## config.mk

```make
export PLATFORM = sky130hd
export DESIGN_NAME = branch_predictor_bht_flat
export DESIGN_NICKNAME = d
export VERILOG_FILES = /design/src/rtl/branch_predictor_bht_pkg.sv /design/src/rtl/branch_predictor_bht_if.sv /design/src/rtl/branch_predictor_bht_sat_counter2.sv /design/src/rtl/branch_predictor_bht.sv /design/src/flat_wrapper.sv
export SDC_FILE = /design/constraint.sdc
export NUM_CORES = 1
export LEC_CHECK = 0
export CORE_UTILIZATION = 26
export DETAILED_ROUTE_END_ITERATION = 6
export GPL_ROUTABILITY_DRIVEN = 0
export HOLD_SLACK_MARGIN = 0.03
export MAX_ROUTING_LAYER = met4
export PLACE_DENSITY_LB_ADDON = 0.25
export SETUP_SLACK_MARGIN = 0.02
export SLEW_MARGIN = 20
export SYNTH_ARGS = -nofsm -noshare
export SYNTH_HDL_FRONTEND = slang
export SYNTH_HIERARCHICAL = 1
export SYNTH_SLANG_ARGS = --single-unit
```

## constraint.sdc

```tcl
create_clock -name clk -period 3.1 [get_ports clk]
set_input_delay 0.775 -clock clk [delete_from_list [all_inputs] [get_ports clk]]
set_output_delay 0.775 -clock clk [all_outputs]
set_load 0.02 [all_outputs]
```

## src/rtl/branch_predictor_bht_pkg.sv

```systemverilog
// Shared definitions for the IF-stage branch history table.
package branch_predictor_bht_pkg;

  // 2-bit saturating counter states; MSB is the taken prediction.
  typedef enum logic [1:0] {
    SNT = 2'b00,
    WNT = 2'b01,
    WT  = 2'b10,
    ST  = 2'b11
  } ctr_e;

  // Every table entry starts weakly not-taken.
  localparam ctr_e CTR_RST = WNT;

  // Default table index width (16 entries).
  localparam int unsigned BHT_IDX_W_DEF = 4;

endpackage

```

## src/rtl/branch_predictor_bht_if.sv

```systemverilog
// Core <-> branch predictor signal bundle. The core side is the master.
interface branch_predictor_bht_if #(
  parameter int unsigned PC_W  = 32,
  parameter int unsigned CNT_W = 16
) ();

  logic             stall_i;
  logic [PC_W-1:0]  IF_PC_i;
  logic             IF_Branch_i;
  logic             ID_Branch_i;
  logic             ID_taken_i;
  logic             pred_taken_o;
  logic             ID_pred_taken_o;
  logic             mispredict_o;
  logic             ID_correct_pc_sel_o;
  logic [CNT_W-1:0] branch_cnt_o;
  logic [CNT_W-1:0] miss_cnt_o;

  modport master (
    output stall_i, IF_PC_i, IF_Branch_i, ID_Branch_i, ID_taken_i,
    input  pred_taken_o, ID_pred_taken_o, mispredict_o,
           ID_correct_pc_sel_o, branch_cnt_o, miss_cnt_o
  );

  modport slave (
    input  stall_i, IF_PC_i, IF_Branch_i, ID_Branch_i, ID_taken_i,
    output pred_taken_o, ID_pred_taken_o, mispredict_o,
           ID_correct_pc_sel_o, branch_cnt_o, miss_cnt_o
  );

endinterface

```

## src/rtl/branch_predictor_bht_sat_counter2.sv

```systemverilog
// Next-state function of a 2-bit saturating counter.
module sat_counter2
  import branch_predictor_bht_pkg::*;
(
  input  ctr_e cnt_i,
  input  logic en_i,
  input  logic inc_i,
  output ctr_e cnt_o
);

  // Step up on taken, down on not-taken, pinned at ST / SNT.
  always_comb begin
    cnt_o = cnt_i;
    if (en_i) begin
      if (inc_i) begin
        unique case (cnt_i)
          SNT:     cnt_o = WNT;
          WNT:     cnt_o = WT;
          WT:      cnt_o = ST;
          default: cnt_o = ST;
        endcase
      end else begin
        unique case (cnt_i)
          ST:      cnt_o = WT;
          WT:      cnt_o = WNT;
          WNT:     cnt_o = SNT;
          default: cnt_o = SNT;
        endcase
      end
    end
  end

endmodule

```

## src/rtl/branch_predictor_bht.sv

```systemverilog
// IF-stage branch predictor: 2-bit counter table, IF/ID prediction carry,
// ID-stage mispredict detection, training and performance counters.
module branch_predictor_bht
  import branch_predictor_bht_pkg::*;
#(
  parameter int unsigned IDX_W = BHT_IDX_W_DEF,
  parameter int unsigned PC_W  = 32,
  parameter int unsigned CNT_W = 16
) (
  input  logic                   clk,
  input  logic                   rst_n,
  branch_predictor_bht_if.slave  bus
);

  localparam int unsigned DEPTH = 2 ** IDX_W;
  localparam logic [CNT_W-1:0] CNT_ONE = {{(CNT_W-1){1'b0}}, 1'b1};

  ctr_e             bht_q [DEPTH];
  ctr_e             bht_d [DEPTH];
  logic             id_valid_q, id_valid_d;
  logic             id_pred_q,  id_pred_d;
  logic [IDX_W-1:0] id_idx_q,   id_idx_d;
  logic [CNT_W-1:0] branch_cnt_q, branch_cnt_d;
  logic [CNT_W-1:0] miss_cnt_q,   miss_cnt_d;

  logic [IDX_W-1:0] if_idx;
  ctr_e             rd_ctr;
  ctr_e             upd_ctr;
  logic             pred_taken;
  logic             resolve;
  logic             mispredict;
  logic             unused_pc_bits;

  assign if_idx         = bus.IF_PC_i[IDX_W+1:2];
  assign unused_pc_bits = ^{bus.IF_PC_i[PC_W-1:IDX_W+2], bus.IF_PC_i[1:0]};

  // IF lookup and ID resolution, both combinational.
  always_comb begin
    rd_ctr     = bht_q[if_idx];
    pred_taken = bus.IF_Branch_i & rd_ctr[1];
    resolve    = id_valid_q & bus.ID_Branch_i & ~bus.stall_i;
    mispredict = resolve & (bus.ID_taken_i != id_pred_q);
  end

  assign bus.pred_taken_o        = pred_taken;
  assign bus.ID_pred_taken_o     = id_pred_q & id_valid_q;
  assign bus.mispredict_o        = mispredict;
  assign bus.ID_correct_pc_sel_o = mispredict & bus.ID_taken_i;
  assign bus.branch_cnt_o        = branch_cnt_q;
  assign bus.miss_cnt_o          = miss_cnt_q;

  // Single shared update path: only the entry carried into ID can train.
  sat_counter2 u_sat (
    .cnt_i (bht_q[id_idx_q]),
    .en_i  (resolve),
    .inc_i (bus.ID_taken_i),
    .cnt_o (upd_ctr)
  );

  // Table next state; the IF read above always sees the pre-update value.
  always_comb begin
    for (int unsigned i = 0; i < DEPTH; i++) begin
      bht_d[i] = bht_q[i];
    end
    if (resolve) begin
      bht_d[id_idx_q] = upd_ctr;
    end
  end

  // IF/ID carry: stall holds, mispredict squashes the wrong-path IF slot.
  always_comb begin
    id_valid_d = id_valid_q;
    id_pred_d  = id_pred_q;
    id_idx_d   = id_idx_q;
    if (!bus.stall_i) begin
      if (mispredict) begin
        id_valid_d = 1'b0;
      end else begin
        id_valid_d = bus.IF_Branch_i;
        id_pred_d  = pred_taken;
        id_idx_d   = if_idx;
      end
    end
  end

  // Saturating performance counters.
  always_comb begin
    branch_cnt_d = branch_cnt_q;
    miss_cnt_d   = miss_cnt_q;
    if (resolve && (branch_cnt_q != '1)) begin
      branch_cnt_d = branch_cnt_q + CNT_ONE;
    end
    if (mispredict && (miss_cnt_q != '1)) begin
      miss_cnt_d = miss_cnt_q + CNT_ONE;
    end
  end

  // State registers with asynchronous active-low reset.
  always_ff @(posedge clk or negedge rst_n) begin
    if (!rst_n) begin
      for (int unsigned i = 0; i < DEPTH; i++) begin
        bht_q[i] <= CTR_RST;
      end
      id_valid_q   <= 1'b0;
      id_pred_q    <= 1'b0;
      id_idx_q     <= '0;
      branch_cnt_q <= '0;
      miss_cnt_q   <= '0;
    end else begin
      for (int unsigned i = 0; i < DEPTH; i++) begin
        bht_q[i] <= bht_d[i];
      end
      id_valid_q   <= id_valid_d;
      id_pred_q    <= id_pred_d;
      id_idx_q     <= id_idx_d;
      branch_cnt_q <= branch_cnt_d;
      miss_cnt_q   <= miss_cnt_d;
    end
  end

endmodule

```

## src/flat_wrapper.sv

```systemverilog
// flat-port wrapper written by rule: the top's interface ports become plain ports
module branch_predictor_bht_flat import branch_predictor_bht_pkg::*;
#(
  parameter int unsigned IDX_W = BHT_IDX_W_DEF,
  parameter int unsigned PC_W  = 32,
  parameter int unsigned CNT_W = 16
)
  (clk, rst_n, bus_stall_i, bus_IF_PC_i, bus_IF_Branch_i, bus_ID_Branch_i, bus_ID_taken_i, bus_pred_taken_o, bus_ID_pred_taken_o, bus_mispredict_o, bus_ID_correct_pc_sel_o, bus_branch_cnt_o, bus_miss_cnt_o);
  branch_predictor_bht_if #(.PC_W(PC_W), .CNT_W(CNT_W)) bus_i ();
  input  logic clk;
  input  logic rst_n;
  input wire logic [$bits(bus_i.stall_i)-1:0] bus_stall_i;
  input wire logic [$bits(bus_i.IF_PC_i)-1:0] bus_IF_PC_i;
  input wire logic [$bits(bus_i.IF_Branch_i)-1:0] bus_IF_Branch_i;
  input wire logic [$bits(bus_i.ID_Branch_i)-1:0] bus_ID_Branch_i;
  input wire logic [$bits(bus_i.ID_taken_i)-1:0] bus_ID_taken_i;
  output wire logic [$bits(bus_i.pred_taken_o)-1:0] bus_pred_taken_o;
  output wire logic [$bits(bus_i.ID_pred_taken_o)-1:0] bus_ID_pred_taken_o;
  output wire logic [$bits(bus_i.mispredict_o)-1:0] bus_mispredict_o;
  output wire logic [$bits(bus_i.ID_correct_pc_sel_o)-1:0] bus_ID_correct_pc_sel_o;
  output wire logic [$bits(bus_i.branch_cnt_o)-1:0] bus_branch_cnt_o;
  output wire logic [$bits(bus_i.miss_cnt_o)-1:0] bus_miss_cnt_o;
  assign bus_i.stall_i = bus_stall_i;
  assign bus_i.IF_PC_i = bus_IF_PC_i;
  assign bus_i.IF_Branch_i = bus_IF_Branch_i;
  assign bus_i.ID_Branch_i = bus_ID_Branch_i;
  assign bus_i.ID_taken_i = bus_ID_taken_i;
  assign bus_pred_taken_o = bus_i.pred_taken_o;
  assign bus_ID_pred_taken_o = bus_i.ID_pred_taken_o;
  assign bus_mispredict_o = bus_i.mispredict_o;
  assign bus_ID_correct_pc_sel_o = bus_i.ID_correct_pc_sel_o;
  assign bus_branch_cnt_o = bus_i.branch_cnt_o;
  assign bus_miss_cnt_o = bus_i.miss_cnt_o;
  branch_predictor_bht #(.IDX_W(IDX_W), .PC_W(PC_W), .CNT_W(CNT_W)) u_core (.clk(clk), .rst_n(rst_n), .bus(bus_i));
endmodule
```

==> impl_results.md <==
* Status: complete, no violations
* Sinks on Clock Net at 70
* Post-Syn Area at 3742 µm²
* Starting density of the core at 0.2686
* CP startpoint: bus_IF_PC_i[3]
* Grt total ovfl at 0
* Worst Path Max Fanout at 3
* CTS Root Cell: clkbuf_16
* IO Count at 74
* CP startpoint kind: input pin
* Drt wl/cell at around 15 µm
* RR Startpoint: u_core/id_idx_q[1]
* Rel. slew slack at 0.5253
* Layout Cells excl Fill at around 550
* EDFF count, synth at 0
* Antenna cells at 0
* Placed cells at 539
* Avg Cell Area, Syn at between 10 and 15 µm²
* Most common cell after layout, fill and taps aside: dfrtp_1
* Worst Clk Skew at 0.006493 ns
* R2r worst-path depth at 6
* Pwr Total at 2.573 mW
* Bufs on Longest Clock Path at 2
* Ys Warns at 6
* FFs w/ async S/R, synth at 1.000
* Endpoints failing hold at 0
* Share of cells above drive strength 1 at 0.3235
* ANT nets after route at 0
* Initial antenna violation count at 0
* Crit Path Class: input pin to primary output
* Cell Int Power at roughly 1.9 mW
* Port-buffer cells at 45
* Post-synthesis register bit count at 70
* Detailed Place HPWL at between 6000 and 7000 µm
* Drt total wl at between 8000 and 9000 µm
* NumNets Final at 410
* Clk pin slew, worst setup/hold paths at 0.06 ns
* First-pass GRT wire length at between 10,000 and 15,000 µm
* H-tree depth at 3
* Die height at around 120 µm
* Commonest non-fill, non-tap cells in the layout: dfrtp_1, mux2_2, clkdlybuf4s50_1, nand2_1, xor2_1
* Setup repair after global routing missed its margin: false
* Hold WC Path Type: input pin to async pin
* Reg-to-reg endpoint: u_core/bht_q[4]
* Postcts setup bufs at 0
* Number of max-cap violations at 0
* Register area share after synthesis at 0.4734
* Critical path arrival at ~2.2 ns
* Peak supply drop at around 240 µV
* Max Slew Vio Count at 0
* Post-synth top flop: dfrtp_1
* Die area at about 15,000 µm²
* Fillers at 1,393
* Fin crit period at approximately 3.0 ns
* Area leader, netlist: dfrtp_1
* Part of the power in registers at 0.423
* DR vias at ~2,600
* Netlist cell types at 47
* Leakage at ~2.1 nW
* Worst reg-to-reg setup slack at approximately 0.48 ns
* Core box area at about 14,000 µm²
* Final setup vio count at 0
* Synth top area cells: dfrtp_1, mux2_2, dfstp_2, mux4_2, xor2_1
* Initial DRC Count at approximately 150
* CTS tree: built
* Layout area overhead at 29.12%
* Via/cell ratio at approximately 4.7
* Syn_nets at 346
* Vias in the first global route at 2,676
* Sw Ratio at 0.2685
* Clock power frac at 0.424
* Fin Setup TNS at 0 ns
* Die Wd at approximately 120 µm
* Worst Setup End Kind: primary output
* Period Utilization, post-route at 0.9552
* DRC errors left at 0
* Slew @ Worst Pin at about 0.71 ns
* Critical Path RT at 2.32 ns
* Total track usage at 0.1254
* Clk Latency, worst-skew pair at around 0.33 ns
* Largest net degree at the start of global routing at 29
* Row count at 43
* Instance count of the mapped netlist at 306
* Switch Pwr at 0.6910 mW
* Share of Yosys cell area claimed by the top area cell type at 0.3611
* Power Dens Cells at 532.6 nW/µm²
* 1st-pass router iterations at 4
* Num CTS Buffers at 9
* FMAX at 337.7 MHz
* Logic pwr share at 0.153
* Hold Buf Count CTS at 0
-- stage by stage --
| stage | hold slack [ns] | util | instance area (µm²) | worst slack, ns |
|---|---|---|---|---|
| final | 0.4199 | 0.3468 | 4832 | 0.1389 |
| after detailed placement | 0.4872 | 0.3238 | 4512 | -0.4889 |
| after global placement | 0.4801 | 0.3238 | 4512 | -0.4868 |
| after floorplan | 0.4794 | - | 3742 | 0.5135 |
| after CTS | 0.4314 | 0.3467 | 4831 | 0.03245 |
| after global routing | 0.4537 | 0.3468 | 4832 | 0.07692 |
-- cell type report --
class / instances / area [µm²] / area share
tap: 180 / 225.2 / 0.04661
multi-input combinational: 220 / 1904 / 0.3941
timing repair buffer: 63 / 595.6 / 0.1233
sequential: 70 / 1772 / 0.3666
inverter: 6 / 22.52 / 0.004661
clock inverter: 6 / 87.58 / 0.01813
clock buffer: 9 / 225.2 / 0.04661
-- flip-flops by register name (all words and copies together), names as in the netlist --
signal / cells
u_core/bht_q: 32
u_core/bus.branch_cnt_o: 16
u_core/bus.miss_cnt_o: 16
u_core/id_idx_q: 4
u_core/id_pred_q: 1
u_core/id_valid_q: 1
-- power by group through the flow --
stage               Clock (mW)  Combinational (mW)  Sequential [mW]
detailed placement           0               0.398             1.11
CTS                       1.12               0.401             1.09
global route              1.17               0.428             1.10
global placement             0               0.396             1.10
floorplan                    0               0.158             1.13
finish                    1.09               0.394             1.09
-- how the worst max path moves through the flow --
| stage | depth (start not counted) | slack (ns) | endpoint |
|---|---|---|---|
| after detailed placement | 6 | -0.49 | bus_pred_taken_o |
| after global placement | 6 | -0.49 | bus_pred_taken_o |
| after global routing | 6 | 0.08 | bus_pred_taken_o |
| after floorplan | 5 | 0.51 | bus_pred_taken_o |
| final | 6 | 0.14 | bus_pred_taken_o |
| after CTS | 6 | 0.03 | bus_pred_taken_o |
-- critical path, stage by stage --
cell	delay, ns
clkdlybuf4s50_1	0.53
nor2b_1	0.08
a22oi_1	0.23
nand3_1	0.11
nand2_1	0.10
dlygate4sd2_1	0.35
-- routing by layer --
metal  up-vias  global-route usage  wire (µm)
met3         9             0.03979        280
met5         -                   -          0
met2        44              0.1960       3977
met1      1292              0.1553       3804
li1       1257                   -          -
met4         0             0.03395         85
-- cell usage after synthesis (2+ instances only) --
master / number
dfstp_2: 16
nand2_1: 24
nor3_1: 7
mux4_2: 12
nand3_1: 13
xor2_1: 20
clkbuf_1: 2
nor4_4: 2
a211oi_1: 7
nor3b_1: 3
buf_2: 4
nand3b_1: 2
ha_1: 2
or2_2: 2
xnor2_1: 5
mux2_2: 41
nand4_2: 2
or3_1: 3
mux2i_1: 5
o21ai_0: 3
a21oi_1: 10
nand4_1: 10
nand2b_1: 7
and3_1: 4
inv_1: 6
nor2b_1: 5
nor4b_1: 3
nor2_1: 11
dfrtp_1: 54
and2_1: 2
nor4_2: 3
-- logic make-up after synthesis --
logic type,Yosys count,synth area share
compound gates,24,0.04079
xor+xnor,26,0.06286
fa+ha+maj,2,0.006686
buf+inv,16,0.02240
flops,70,0.4734
mux,59,0.2120
simple gates,109,0.1819
-- timing repair --
| item | in CTS | in global routing |
|---|---|---|
| gates resized for setup | 8 | 1 |
| endpoints found under the hold margin | 0 | 0 |
| endpoints found under the setup margin | 3 | 1 |
No activity file was read; power rests on OpenSTA's default activity.
